File: src/rtl/matmul_scheduler.sv
// Round-robin arbiter that time-shares one 3x3 signed matrix multiplier between two
// requesters: fetches A/B operands, loads the multiplier, starts it, forwards results.
module matmul_scheduler #(
  parameter int DATA_WIDTH = 32,
  parameter int TIMEOUT    = 63,
  localparam int ACC_WIDTH = 2*DATA_WIDTH+2
) (
  input  logic                  clk,
  input  logic                  rst_n,
  input  logic [1:0]            req,
  output logic [1:0]            gnt,
  output logic                  op_rd,
  output logic                  op_sel,
  output logic [3:0]            op_addr,
  input  logic [DATA_WIDTH-1:0] op_data0,
  input  logic [DATA_WIDTH-1:0] op_data1,
  output logic [DATA_WIDTH-1:0] mm_a_in,
  output logic [DATA_WIDTH-1:0] mm_b_in,
  output logic [3:0]            mm_a_addr,
  output logic [3:0]            mm_b_addr,
  output logic                  mm_a_wen,
  output logic                  mm_b_wen,
  output logic                  mm_start,
  input  logic [ACC_WIDTH-1:0]  mm_c_out,
  input  logic                  mm_c_valid,
  input  logic                  mm_done,
  input  logic [1:0]            mm_c_row,
  input  logic [1:0]            mm_c_col,
  output logic [ACC_WIDTH-1:0]  res_data,
  output logic [3:0]            res_idx,
  output logic [1:0]            res_valid,
  output logic [1:0]            cpl,
  output logic [1:0]            err,
  output logic                  busy
);

  localparam int TW = $clog2(TIMEOUT+1);

  typedef enum logic [2:0] {
    S_IDLE, S_LOAD_A, S_LOAD_B, S_START, S_WAIT, S_CPL
  } state_t;

  state_t               state_q, state_d;
  logic [1:0]           gnt_q, gnt_d;
  logic                 last_q, last_d;
  logic [3:0]           cnt_q, cnt_d;
  logic [TW-1:0]        tmo_q, tmo_d;
  logic                 wen_a_q, wen_a_d;
  logic                 wen_b_q, wen_b_d;
  logic [3:0]           addr_q, addr_d;
  logic                 start_q, start_d;
  logic [ACC_WIDTH-1:0] res_data_q, res_data_d;
  logic [3:0]           res_idx_q, res_idx_d;
  logic [1:0]           res_valid_q, res_valid_d;
  logic [1:0]           err_q, err_d;

  always_comb begin
    state_d     = state_q;
    gnt_d       = gnt_q;
    last_d      = last_q;
    cnt_d       = cnt_q;
    tmo_d       = tmo_q;
    start_d     = 1'b0;
    res_data_d  = res_data_q;
    res_idx_d   = res_idx_q;
    res_valid_d = '0;
    err_d       = '0;

    op_rd   = (state_q == S_LOAD_A) || (state_q == S_LOAD_B);
    op_sel  = (state_q == S_LOAD_B);
    op_addr = op_rd ? cnt_q : '0;
    wen_a_d = op_rd & ~op_sel;
    wen_b_d = op_rd & op_sel;
    addr_d  = op_addr;

    case (state_q)
      S_IDLE: begin
        if (req != 2'b00) begin
          // last_q holds the index of the requester granted most recently
          if (req == 2'b11) gnt_d = last_q ? 2'b01 : 2'b10;
          else              gnt_d = req;
          last_d  = gnt_d[1];
          cnt_d   = '0;
          state_d = S_LOAD_A;
        end
      end
      S_LOAD_A: begin
        cnt_d = cnt_q + 4'd1;
        if (cnt_q == 4'd8) begin
          cnt_d   = '0;
          state_d = S_LOAD_B;
        end
      end
      S_LOAD_B: begin
        cnt_d = cnt_q + 4'd1;
        if (cnt_q == 4'd8) begin
          cnt_d   = '0;
          state_d = S_START;
        end
      end
      S_START: begin
        // start is registered so it lands the cycle after the final B write
        start_d = 1'b1;
        tmo_d   = '0;
        state_d = S_WAIT;
      end
      S_WAIT: begin
        if (mm_c_valid) begin
          res_data_d  = mm_c_out;
          res_idx_d   = {2'b00, mm_c_row} * 4'd3 + {2'b00, mm_c_col};
          res_valid_d = gnt_q;
        end
        if (mm_done) begin
          state_d = S_CPL;
        end else if (tmo_q == TW'(TIMEOUT)) begin
          err_d   = gnt_q;
          gnt_d   = '0;
          state_d = S_IDLE;
        end else begin
          tmo_d = tmo_q + 1'b1;
        end
      end
      S_CPL: begin
        gnt_d   = '0;
        state_d = S_IDLE;
      end
      default: begin
        gnt_d   = '0;
        state_d = S_IDLE;
      end
    endcase
  end

  always_ff @(posedge clk or negedge rst_n) begin
    if (!rst_n) begin
      state_q     <= S_IDLE;
      gnt_q       <= '0;
      last_q      <= 1'b1;
      cnt_q       <= '0;
      tmo_q       <= '0;
      wen_a_q     <= 1'b0;
      wen_b_q     <= 1'b0;
      addr_q      <= '0;
      start_q     <= 1'b0;
      res_data_q  <= '0;
      res_idx_q   <= '0;
      res_valid_q <= '0;
      err_q       <= '0;
    end else begin
      state_q     <= state_d;
      gnt_q       <= gnt_d;
      last_q      <= last_d;
      cnt_q       <= cnt_d;
      tmo_q       <= tmo_d;
      wen_a_q     <= wen_a_d;
      wen_b_q     <= wen_b_d;
      addr_q      <= addr_d;
      start_q     <= start_d;
      res_data_q  <= res_data_d;
      res_idx_q   <= res_idx_d;
      res_valid_q <= res_valid_d;
      err_q       <= err_d;
    end
  end

  assign gnt       = gnt_q;
  assign mm_a_in   = gnt_q[0] ? op_data0 : (gnt_q[1] ? op_data1 : '0);
  assign mm_b_in   = mm_a_in;
  assign mm_a_addr = addr_q;
  assign mm_b_addr = addr_q;
  assign mm_a_wen  = wen_a_q;
  assign mm_b_wen  = wen_b_q;
  assign mm_start  = start_q;
  assign res_data  = res_data_q;
  assign res_idx   = res_idx_q;
  assign res_valid = res_valid_q;
  assign cpl       = (state_q == S_CPL) ? gnt_q : 2'b00;
  assign err       = err_q;
  assign busy      = (state_q != S_IDLE);

endmodule

File: config.mk
export PLATFORM = sky130hd
export DESIGN_NAME = matmul_scheduler
export DESIGN_NICKNAME = d
export VERILOG_FILES = /design/src/rtl/matmul_scheduler.sv
export SDC_FILE = /design/constraint.sdc
export NUM_CORES = 1
export LEC_CHECK = 0
export CAP_MARGIN = 15
export CORE_ASPECT_RATIO = 0.9
export CORE_MARGIN = 5
export CORE_UTILIZATION = 25
export DETAILED_ROUTE_END_ITERATION = 16
export SLEW_MARGIN = 20
export SYNTH_ARGS = -nofsm -noshare
export SYNTH_HDL_FRONTEND = slang
export SYNTH_SLANG_ARGS = --single-unit
File: constraint.sdc
create_clock -name clk -period 3.8 [get_ports clk]
set_input_delay 0.76 -clock clk [delete_from_list [all_inputs] [get_ports clk]]
set_output_delay 0.76 -clock clk [all_outputs]
set_load 0.05 [all_outputs]
==> flow_summary.json <==
{
  "ys.flop_type": "dfrtp_1",
  "grt.total_usage_pct": 14.0,
  "p_per_area_nw_per_um2": 1040,
  "synthCells": 349,
  "clockBufferDepth": 2,
  "clk_latency_ns": 0.34,
  "start_kind": "register",
  "rows": 46,
  "instances_no_fill": 852,
  "yosysSeqAreaShare_pct": 53.8,
  "syn-num-nets": 496,
  "ys_top_cells_by_area": "dfrtp_1 (53%), mux2_1 (18%), buf_4 (7.5%)",
  "viasPerCell": 4.41,
  "place_hpwl_um": 12100,
  "drive_gt1_share_pct": 4.08,
  "drc": 0,
  "synth_top_area_share_pct": 53.2,
  "async_reset_ff_share_pct": 100,
  "hp-class": "in -> async",
  "place_congestion": 0.755,
  "worstPathMaxFanout": 12,
  "synth.avg_cell_area_um2": 12.9,
  "die_h_um": 138,
  "synth_seq_cells": 97,
  "p_seq_share_pct": 21.6,
  "synth_area_um2": 4520,
  "cts.sinks": 97,
  "ir_drop_mv": 0.697,
  "start_util_pct": 25.6,
  "ant_nets": 0,
  "finalMaxSlewViolations": 0,
  "htreeDepth": 3,
  "yosysWarnings": 0,
  "cp.arrival_ns": 2.43,
  "path_clk_slew_ns": 0.07,
  "ys_types": 43,
  "status": "finished clean",
  "pwr-share-clk_pct": 12.6,
  "wirelength_um": 15300,
  "cp_data_required_time_ns": 3.04,
  "cts-resized-gates": 0,
  "antenna_found_initial": 0,
  "setup_tns_ns": 0,
  "hold_viol": 0,
  "fin_nets": 755,
  "setup_viol": 0,
  "synth_top_area_cell": "dfrtp_1",
  "dp.cells": 836,
  "power_frac_comb_pct": 65.9,
  "portBuffers": 299,
  "drt_iter0_drc": 89,
  "mostFrequentLayoutCell": "clkdlybuf4s50_1",
  "die_area_um2": 20900,
  "finClkSkew_ns": 0.00639,
  "internal_power_mw": 3.92,
  "slew_headroom_pct": 48.3,
  "grt_overflow": 0,
  "drt_pass1_iterations": 4,
  "grt_setup_unrepaired": "no",
  "grt_pass1_wl_um": 22600,
  "core-area_um2": 17700,
  "routedWlPerCell_um": 17.9,
  "switching_share_pct": 52.0,
  "cts-root-buf": "clkbuf_16",
  "min_period_over_period_pct": 83.9,
  "cts_made_buffers": 9,
  "synth-edff-count": 0,
  "io-pin-count": 300,
  "die_w_um": 152,
  "critPathKind": "reg -> out",
  "fin_crit_ns": 3.19,
  "p_switching_mw": 4.25,
  "maxCapViolCount": 0,
  "area_growth_pct": 73.5,
  "tightest_slew_ns": 0.766,
  "n_antenna_cell": 0,
  "max_freq_mhz": 314,
  "grt_max_degree": 74,
  "hold_buffers": 0,
  "first_global_vias": 3941,
  "leakage_nw": 3.25,
  "cts_setup_buffers": 0,
  "setup.worst_path.end_class": "output pin",
  "cts_tree": "done",
  "final_cell_mix": "clkdlybuf4s50_1 (298), dfrtp_1 (96), mux2_1 (71)",
  "vias": 3756
}
==> flip-flops by register name, summed over array words and instances, names as in the netlist, 2 cells and up <==
name,cells
res_data,66
tmo_q,6
cnt_q,4
mm_a_addr,4
res_idx,4
state_q,3
err,2
gnt,2
res_valid,2
==> path summary, 6_finish.rpt <==
kind	from	endpoint	slack (ns)	depth (start not counted)
worst min register to register	res_data[37]	res_data[37]	0.48	1
min in group clk	res_data[37]	res_data[37]	0.48	1
worst max-delay path	state_q[0]	op_addr[3]	0.61	4
worst max register to register	state_q[2]	res_data[48]	1.45	4
worst min-delay path	rst_n	res_data[13]	0.31	1
max in group asynchronous	rst_n	res_data[49]	2.87	2
==> metal layers <==
layer	up-vias	GRT usage [%]	share of wire, %
met5	-	0	0
met4	0	4.69	2.1
met3	20	4.14	7.9
met2	170	24.4	52
met1	1825	16.4	38
li1	1741	-	-
==> metrics by stage <==
step / util [%] / cell area [µm²] / worst slack (ns) / hold slack, ns / power, mW
2_1_floorplan: - / 4520 / 0.929 / 0.464 / 5.46
3_3_place_gp: 42.3 / 7470 / 0.797 / 0.466 / 7.14
3_5_place_dp: 42.3 / 7470 / 0.784 / 0.474 / 7.20
4_1_cts: 44.2 / 7810 / 0.565 / 0.489 / 8.28
5_1_grt: 44.3 / 7840 / 0.386 / 0.315 / 8.54
6_report: 44.3 / 7840 / 0.613 / 0.307 / 8.17
==> power by group through the flow <==
stage               logic [mW]  clock network (mW)  registers (mW)
finish                    5.39                1.03            1.76
global route              5.59                1.10            1.84
CTS                       5.43                1.07            1.77
detailed placement        5.41                   0            1.79
global placement          5.38                   0            1.76
floorplan                 2.32                   0            3.14
==> critical path, stage by stage (launching register included) <==
cell and delay, ns:
dfrtp_1 0.50, xnor2_1 0.21, nor2_1 0.31, and2_1 0.24
clkdlybuf4s50_1 0.83
==> cells in the mapped netlist (2+ instances only) <==
master and instances:
a21o_1 2, a21oi_1 7, a22o_1 33, a31oi_1 2, and2_1 4, and3_1 7
buf_2 2, buf_4 45, clkbuf_1 9, dfrtp_1 96, fa_1 2, ha_1 5
inv_1 7, mux2_1 71, nand2_1 10, nand3_1 3, nand4b_1 2, nor2_1 5
nor2b_1 3, nor3_1 4, nor4_1 3, o21ai_0 4, o2bb2ai_1 2, o41ai_1 2
==> cells by family (layout without fill, tap and decap cells) <==
group / count (synthesis) / in the layout / share of synthesized area (%)
xor+xnor: 2 / 2 / 0.388
mux: 71 / 71 / 17.7
buf+inv: 63 / 326 / 9.03
fa+ha+maj: 7 / 7 / 2.27
flops: 97 / 97 / 53.8
compound gates: 60 / 60 / 10.4
simple gates: 49 / 49 / 6.40
==> layout make-up <==
type,count,area [µm²]
fill,1642,9830
sequential,97,2430
inverter,7,26.3
timing repair buffer,304,3060
tap,240,300
multi-input combinational,189,1690
clock buffer,10,229
clock inverter,5,105
(Power assumes the default switching activity.)
